==> src/rtl/alu_scheduler.sv <==
// Round-robin scheduler sharing one ALU among NUM_REQ requesters, one operation in flight.
// Optional WAIT-state abort after TIMEOUT cycles is enabled by defining ALU_SCHED_TIMEOUT_EN.
module alu_scheduler #(
  parameter int unsigned NUM_REQ = 4,
  parameter int unsigned DATA_W  = 8,
  parameter int unsigned CTRL_W  = 4,
  parameter int unsigned TIMEOUT = 16,
  localparam int unsigned ID_W   = (NUM_REQ > 1) ? $clog2(NUM_REQ) : 1
) (
  input  logic                       clock,
  input  logic                       reset,
  input  logic [NUM_REQ-1:0]         req_valid,
  input  logic [NUM_REQ*DATA_W-1:0]  req_a,
  input  logic [NUM_REQ*DATA_W-1:0]  req_b,
  input  logic [NUM_REQ*CTRL_W-1:0]  req_ctrl,
  output logic [NUM_REQ-1:0]         req_ready,
  output logic                       alu_valid,
  input  logic                       alu_ready,
  output logic [DATA_W-1:0]          alu_a,
  output logic [DATA_W-1:0]          alu_b,
  output logic [CTRL_W-1:0]          alu_ctrl,
  input  logic                       alu_rsp_valid,
  input  logic [DATA_W:0]            alu_rsp_data,
  output logic                       rsp_valid,
  output logic [ID_W-1:0]            rsp_id,
  output logic [DATA_W:0]            rsp_data,
  output logic                       rsp_err
);

  typedef enum logic [1:0] {IDLE, ISSUE, WAIT, RESP} state_t;

  state_t              state_q, state_d;
  logic [ID_W-1:0]     rr_q, rr_d;
  logic [ID_W-1:0]     grant_q, grant_d;
  logic                alu_valid_q, alu_valid_d;
  logic [DATA_W-1:0]   alu_a_q, alu_a_d;
  logic [DATA_W-1:0]   alu_b_q, alu_b_d;
  logic [CTRL_W-1:0]   alu_ctrl_q, alu_ctrl_d;
  logic                rsp_valid_q, rsp_valid_d;
  logic [ID_W-1:0]     rsp_id_q, rsp_id_d;
  logic [DATA_W:0]     rsp_data_q, rsp_data_d;

  logic                pick_found;
  logic [ID_W-1:0]     pick_idx;
  logic [ID_W-1:0]     cand;

`ifdef ALU_SCHED_TIMEOUT_EN
  localparam int unsigned CNT_W = (TIMEOUT > 1) ? $clog2(TIMEOUT) : 1;
  logic [CNT_W-1:0]    tmo_q, tmo_d;
  logic                rsp_err_q, rsp_err_d;
`else
  localparam int unsigned timeout_unused = TIMEOUT;
`endif

  // First requesting index at or above rr_q, wrapping past NUM_REQ-1.
  always_comb begin
    pick_found = 1'b0;
    pick_idx   = '0;
    cand       = '0;
    for (int unsigned k = 0; k < NUM_REQ; k++) begin
      cand = ID_W'((32'(rr_q) + k) % NUM_REQ);
      if (!pick_found && req_valid[cand]) begin
        pick_found = 1'b1;
        pick_idx   = cand;
      end
    end
  end

  // Acceptance is shown in the same IDLE cycle whose edge latches the operands.
  always_comb begin
    req_ready = '0;
    if (state_q == IDLE && !reset && pick_found) req_ready[pick_idx] = 1'b1;
  end

  always_comb begin
    state_d     = state_q;
    rr_d        = rr_q;
    grant_d     = grant_q;
    alu_valid_d = alu_valid_q;
    alu_a_d     = alu_a_q;
    alu_b_d     = alu_b_q;
    alu_ctrl_d  = alu_ctrl_q;
    rsp_valid_d = 1'b0;
    rsp_id_d    = rsp_id_q;
    rsp_data_d  = rsp_data_q;
`ifdef ALU_SCHED_TIMEOUT_EN
    tmo_d       = tmo_q;
    rsp_err_d   = rsp_err_q;
`endif
    unique case (state_q)
      IDLE: begin
        if (pick_found) begin
          grant_d     = pick_idx;
          alu_a_d     = req_a[32'(pick_idx)*DATA_W +: DATA_W];
          alu_b_d     = req_b[32'(pick_idx)*DATA_W +: DATA_W];
          alu_ctrl_d  = req_ctrl[32'(pick_idx)*CTRL_W +: CTRL_W];
          alu_valid_d = 1'b1;
          state_d     = ISSUE;
        end
      end
      ISSUE: begin
        if (alu_ready) begin
          alu_valid_d = 1'b0;
          state_d     = WAIT;
`ifdef ALU_SCHED_TIMEOUT_EN
          tmo_d       = '0;
`endif
        end
      end
      WAIT: begin
        if (alu_rsp_valid) begin
          rsp_valid_d = 1'b1;
          rsp_id_d    = grant_q;
          rsp_data_d  = alu_rsp_data;
          state_d     = RESP;
`ifdef ALU_SCHED_TIMEOUT_EN
          rsp_err_d   = 1'b0;
        end else if (tmo_q == CNT_W'(TIMEOUT - 1)) begin
          rsp_valid_d = 1'b1;
          rsp_id_d    = grant_q;
          rsp_data_d  = '0;
          rsp_err_d   = 1'b1;
          state_d     = RESP;
        end else begin
          tmo_d       = tmo_q + 1'b1;
`endif
        end
      end
      RESP: begin
        rr_d    = (grant_q == ID_W'(NUM_REQ - 1)) ? '0 : grant_q + 1'b1;
        state_d = IDLE;
      end
      default: state_d = IDLE;
    endcase
  end

  always_ff @(posedge clock or posedge reset) begin
    if (reset) begin
      state_q     <= IDLE;
      rr_q        <= '0;
      grant_q     <= '0;
      alu_valid_q <= 1'b0;
      alu_a_q     <= '0;
      alu_b_q     <= '0;
      alu_ctrl_q  <= '0;
      rsp_valid_q <= 1'b0;
      rsp_id_q    <= '0;
      rsp_data_q  <= '0;
`ifdef ALU_SCHED_TIMEOUT_EN
      tmo_q       <= '0;
      rsp_err_q   <= 1'b0;
`endif
    end else begin
      state_q     <= state_d;
      rr_q        <= rr_d;
      grant_q     <= grant_d;
      alu_valid_q <= alu_valid_d;
      alu_a_q     <= alu_a_d;
      alu_b_q     <= alu_b_d;
      alu_ctrl_q  <= alu_ctrl_d;
      rsp_valid_q <= rsp_valid_d;
      rsp_id_q    <= rsp_id_d;
      rsp_data_q  <= rsp_data_d;
`ifdef ALU_SCHED_TIMEOUT_EN
      tmo_q       <= tmo_d;
      rsp_err_q   <= rsp_err_d;
`endif
    end
  end

  assign alu_valid = alu_valid_q;
  assign alu_a     = alu_a_q;
  assign alu_b     = alu_b_q;
  assign alu_ctrl  = alu_ctrl_q;
  assign rsp_valid = rsp_valid_q;
  assign rsp_id    = rsp_id_q;
  assign rsp_data  = rsp_data_q;
`ifdef ALU_SCHED_TIMEOUT_EN
  assign rsp_err   = rsp_err_q;
`else
  assign rsp_err   = 1'b0;
`endif

endmodule

==> config.mk <==
export PLATFORM = sky130hd
export DESIGN_NAME = alu_scheduler
export DESIGN_NICKNAME = d
export VERILOG_FILES = /design/src/rtl/alu_scheduler.sv
export SDC_FILE = /design/constraint.sdc
export NUM_CORES = 1
export LEC_CHECK = 0
export ABC_AREA = 0
export BUFFER_PORTS_ARGS = -buffer_cell sky130_fd_sc_hd__buf_2
export CORE_ASPECT_RATIO = 2
export CORE_MARGIN = 4
export CORE_UTILIZATION = 40
export CTS_CLUSTER_SIZE = 10
export DETAILED_ROUTE_END_ITERATION = 12
export PLACE_DENSITY = 0.84
export SLEW_MARGIN = 20
export SYNTH_ARGS = -nofsm -noshare
export SYNTH_HDL_FRONTEND = slang
export SYNTH_SLANG_ARGS = --single-unit
==> constraint.sdc <==
create_clock -name clock -period 2.3 [get_ports clock]
set_input_delay 0.575 -clock clock [delete_from_list [all_inputs] [get_ports clock]]
set_output_delay 0.575 -clock clock [all_outputs]
set_load 0.05 [all_outputs]
---- After elaboration in Yosys (flattened, before gate mapping) ----
Cells that the tools add are included.
storage, ports and cells
  input bits .............................. 97
  bits in registers ....................... 39
  logic and storage cells ................. 75
operators by class
  order comparisons ....................... 6
  reduce and logical (&&, ||, !) cells .... 16
  add/sub/neg operators ................... 4
  shifts and indexed selects .............. 3
  equal/unequal tests ..................... 7
  multiplexer cells ....................... 29
operator list
  operator             count
  $shiftx 32x6->8      2
  $mux 2               8
  $shiftx 16x5->4      1
  $lt 2x3->1 const B   5
  $mux 1               13
  $bmux 1 s2           4
  $pmux 2 s4           1
  $eq 2x2->1 const B   3
  $logic_and 1x1->1    6
  $ne 2x2->1 const B   3
  $reduce_and 3->1     2
  $add 2x1->2 const B  2
  $add 2x2->2 const B  2
  $logic_not 1->1      4
  $mux 4               1
  $reduce_and 2->1     2
  $demux 1 s2          1
  $eq 2x1->1 const B   1
  $ge 2x1->1 const B   1
  $logic_not 2->1      1
  $pmux 1 s2           1
  $reduce_bool 2->1    1

---- Logic depth before layout (Yosys ltp) ----
  depth after elaboration ................. 17
  gate-level depth with buffers ........... 7

---- Least setup slack after synthesis ----
No wires, ideal clock.
  path kind ............................... input to output
  start ................................... in reset
  end ..................................... out req_ready[0]
  arrival ................................. 2040 ps
  path buffers ............................ 0
  cell stages on the path ................. 2
  slack ................................... -315 ps
  cell sequence ........................... inv_1 and3_1
on the way
  cells in the longest elaborated chain, start to end .. 4
ends and longest elaborated chain
  element                           line  source
  from (decl)                       11    input logic reset,
  $logic_not 1->1 (no source line)  n/a
  $logic_and 1x1->1 (2 in a row)    72    if (state_q == IDLE && !reset && pick_found) req_ready[pick_idx] = 1'b1;
  $mux 4                            72
  to (decl)                         16    output logic [NUM_REQ-1:0] req_ready,
Every way passes these cells.

---- Worst setup path after layout ----
  start ................................... reg state_q[0]
  end ..................................... out req_ready[1]
on the way
  cells in the longest elaborated chain, start to end .. 4
ends and longest elaborated chain
  element                         line  source
  from (decl)                     32    state_t state_q, state_d;
  from (signal assigned)          154   state_q <= state_d;
  $logic_not 2->1                 72
  $logic_and 1x1->1 (2 in a row)  72
  $mux 4                          72
Every way passes these cells.

==> impl_metrics.py <==
metrics = {
    "final_layout": {
        "regArea_sq_um": 978,
        "drive_gt1_share_pct": 51.1,
        "diodes": 0,
        "fin_nets": 472,
        "final_area_sq_um": 3290,
        "final_cells": 430,
        "multi_input_area_sq_um": 1250,
        "syn2layout_area_growth_pct": 43.4,
        "fillers": 476,
    },
    "power_and_ir_drop": {
        "power_density_nw_per_um2": 1520,
        "leakage_nw": 1.65,
        "finalPower_mw": 5.00,
        "ir_drop_v": 0.00104,
    },
    "cts": {
        "clock_sinks": 39,
        "cts_hold_buf": 0,
        "clk_pin_slew_ns": 0.07,
        "cts_tree": "yes",
        "cts_root_buf": "clkbuf_8",
        "clk_latency_ns": 0.30,
        "cts_made_buffers": 5,
        "cts_htree_levels": 2,
        "clock_path_buffers": 2,
    },
    "place": {
        "pre_cts_ws_ns": -0.0229,
        "hpwlAfterDp_mm": 6.10,
        "place.gp.congestion": 0.874,
        "dp.cells": 422,
        "port_buffers": 133,
        "dpl_cell_area_sq_um": 3120,
    },
    "timing": {
        "fin_ws_ns": 0.0757,
        "finClkSkew_ns": 0.00741,
        "maxSlewHeadroom_pct": 50.3,
        "setup_viol": 0,
        "tightest_slew_ns": 0.740,
        "min_period_over_period_pct": 96.7,
        "setup_tns_ns": 0,
        "finalMaxSlewViolations": 0,
        "fmax_mhz": 450,
        "rsz0062_at_grt": "false",
        "final_hold_viol_count": 0,
        "fin_crit_ns": 2.22,
    },
    "synth": {
        "synthTopCellsByCount": "dfrtp_1 (39), o21ai_0 (24), nor2_1 (23), a221oi_1 (21)",
        "netlist_area_sq_um": 2290,
        "seq_area_frac_synth_pct": 42.6,
        "synthCells": 228,
        "synth_edf_count": 0,
        "yosysWarningCount": 0,
        "synth_xor_area_share_pct": 0,
        "synthAdderAreaFrac_pct": 2.73,
        "synth_simple_gate_area_share_pct": 10.0,
        "synthMuxAreaShare_pct": 15.1,
        "synth_top_area_share_pct": 42.6,
        "synthFlopType": "dfrtp_1",
        "synth.most_common_cell": "dfrtp_1",
        "synth_top_family_by_area": "compound AO/OA/AOI/OAI gates",
        "async_reset_ff_share_pct": 100,
        "synth_cell_types": 34,
        "synth_nets": 330,
        "synth-seq-cells": 39,
        "yosys.area.top_type": "dfrtp_1",
        "synth_compound_area_share_pct": 24.2,
        "postSynthAreaPerCell_sq_um": 10.1,
        "synth_area_leaders": "dfrtp_1 (43%), mux2i_1 (8.7%), a221oi_1 (8.0%)",
    },
    "critical_path": {
        "worstPathCellList": "inv_1 -> ha_4 -> nor2b_4 -> and3_4 -> buf_4",
        "startpoint_type": "flip-flop",
        "cp.required_ns": 1.73,
        "crit_type": "reg2out",
        "crit_path_top_delay_cell": "dfrtp_1",
        "max_stage_delay_ns": 0.42,
        "cp.arrival_ns": 1.65,
        "crit_fanout": 6,
        "cp_top_family": "simple AND/OR/NAND/NOR gates",
        "worstSetupEndpointType": "primary output",
        "path_buf_inv": 2,
    },
    "grt": {
        "track_usage_pct": 21.7,
        "grt_max_degree": 33,
        "grt_overflow_total": 0,
        "antenna_found_initial": 0,
        "grt_pass1_vias": 2412,
        "grt_pass1_wl_mm": 11.3,
    },
    "detailed_routing": {
        "wirelength_mm": 7.59,
        "dr_total_vias": 2443,
        "wire_per_inst_microns": 17.7,
        "drc_errors": 0,
        "avgViaCountPerCell": 5.68,
        "final_antenna_net_count": 0,
        "first_iter_violations": 108,
        "firstDrtPassIters": 4,
    },
    "floorplanning": {
        "die_h_microns": 115,
        "coreArea_sq_um": 5520,
        "die_x_microns": 61.5,
        "start_util_pct": 41.6,
        "io_pins": 135,
        "rows": 38,
        "die_area_sq_um": 7080,
    },
    "job": {
        "drv_cap": 0,
    },
    "min_path": {
        "min_path_type": "in2async",
    },
    "run_status": {
        "status": "complete, no violations",
    },
}
registers in the layout (all words and copies together), names as in the netlist, 2 cells and up:
name / count
alu_ctrl: 4
alu_b: 8
state_q: 2
alu_a: 8
rr_q: 2
grant_q: 2
rsp_data: 9
rsp_id: 2
cell usage in the layout, fill, tap and decap left out, types with 2 or more instances in the layout:
| cell type | count |
|---|---|
| a221oi_1 | 21 |
| nor2_1 | 23 |
| clkinvlp_4 | 2 |
| dfrtp_2 | 2 |
| nor2b_1 | 2 |
| and3_2 | 3 |
| mux2i_1 | 20 |
| mux2_2 | 13 |
| nor2b_4 | 2 |
| nand2b_1 | 2 |
| dfrtp_1 | 37 |
| and3_1 | 2 |
| ha_1 | 4 |
| o22ai_2 | 2 |
| nand2_1 | 8 |
| buf_12 | 2 |
| inv_1 | 6 |
| clkbuf_8 | 5 |
| o21ai_0 | 24 |
| o22ai_1 | 20 |
| buf_4 | 19 |
| buf_2 | 129 |
| buf_6 | 2 |
stage by stage:
step | hold WS (ns) | util [%]
3_5_place_dp | 0.490 | 56.6
6_report | 0.184 | 59.6
3_3_place_gp | 0.486 | 56.6
2_1_floorplan | 0.470 | -
5_1_grt | 0.186 | 59.6
4_1_cts | 0.180 | 59.0
report_power, final:
part,internal [mW],switching (mW),leakage [nW]
logic,1.11,2.05,1.16
clock network,0.317,0.250,0.0502
registers,1.03,0.248,0.442
total,2.45,2.55,1.65
worst reg2reg max path, delay by kind of cell (launching register included):
| family | cells | cell delay, ns |
|---|---|---|
| simple gates | 2 | 0.34 |
| flops | 1 | 0.46 |
| mux | 1 | 0.23 |
| compound gates | 2 | 0.36 |
| buf+inv | 1 | 0.23 |
path summary, 6_finish.rpt:
check                               end  slack, ns         from  cells past startpoint
setup / recovery           req_ready[1]       0.08   state_q[0]                      5
hold / removal              rsp_data[7]       0.18        reset                      2
setup reg to reg               alu_b[2]       0.57      rr_q[0]                      6
hold reg to reg             rsp_data[6]       0.50  rsp_data[6]                      1
max in group asynchronous     rsp_valid       1.59        reset                      3
min in group clock          rsp_data[6]       0.50  rsp_data[6]                      1
timing repair:
action | 4_1_cts | 5_1_grt
pin swaps | 0 | 2
gates cloned | 0 | 0
setup endpoints to repair | 4 | 4
buffers inserted | 0 | 1
gates resized for setup | 9 | 4
routing by layer:
layer / vias up / share of wire [%] / GRT usage [%]
met5: - / 0 / 0
met4: 0 / 4.3 / 11.6
met3: 24 / 7.3 / 4.83
met2: 122 / 54 / 37.6
met1: 1148 / 34 / 23.2
li1: 1149 / - / -
layout make-up:
class                      instances  share of cell area [%]
tap                               60                    2.28
multi-input combinational        165                    38.0
clock buffer                       5                    2.09
inverter                           7                   0.913
timing repair buffer             152                    25.9
sequential                        39                    29.7
clock inverter                     2                    1.14
cell families after synthesis:
family | count (synthesis)
multiplexers | 33
AO/OA/AOI/OAI | 79
adder cells (fa/ha/maj) | 5
buffers and inverters | 24
AND/OR/NAND/NOR | 47
other | 1
flip-flops | 39
(Power assumes the default switching activity.)
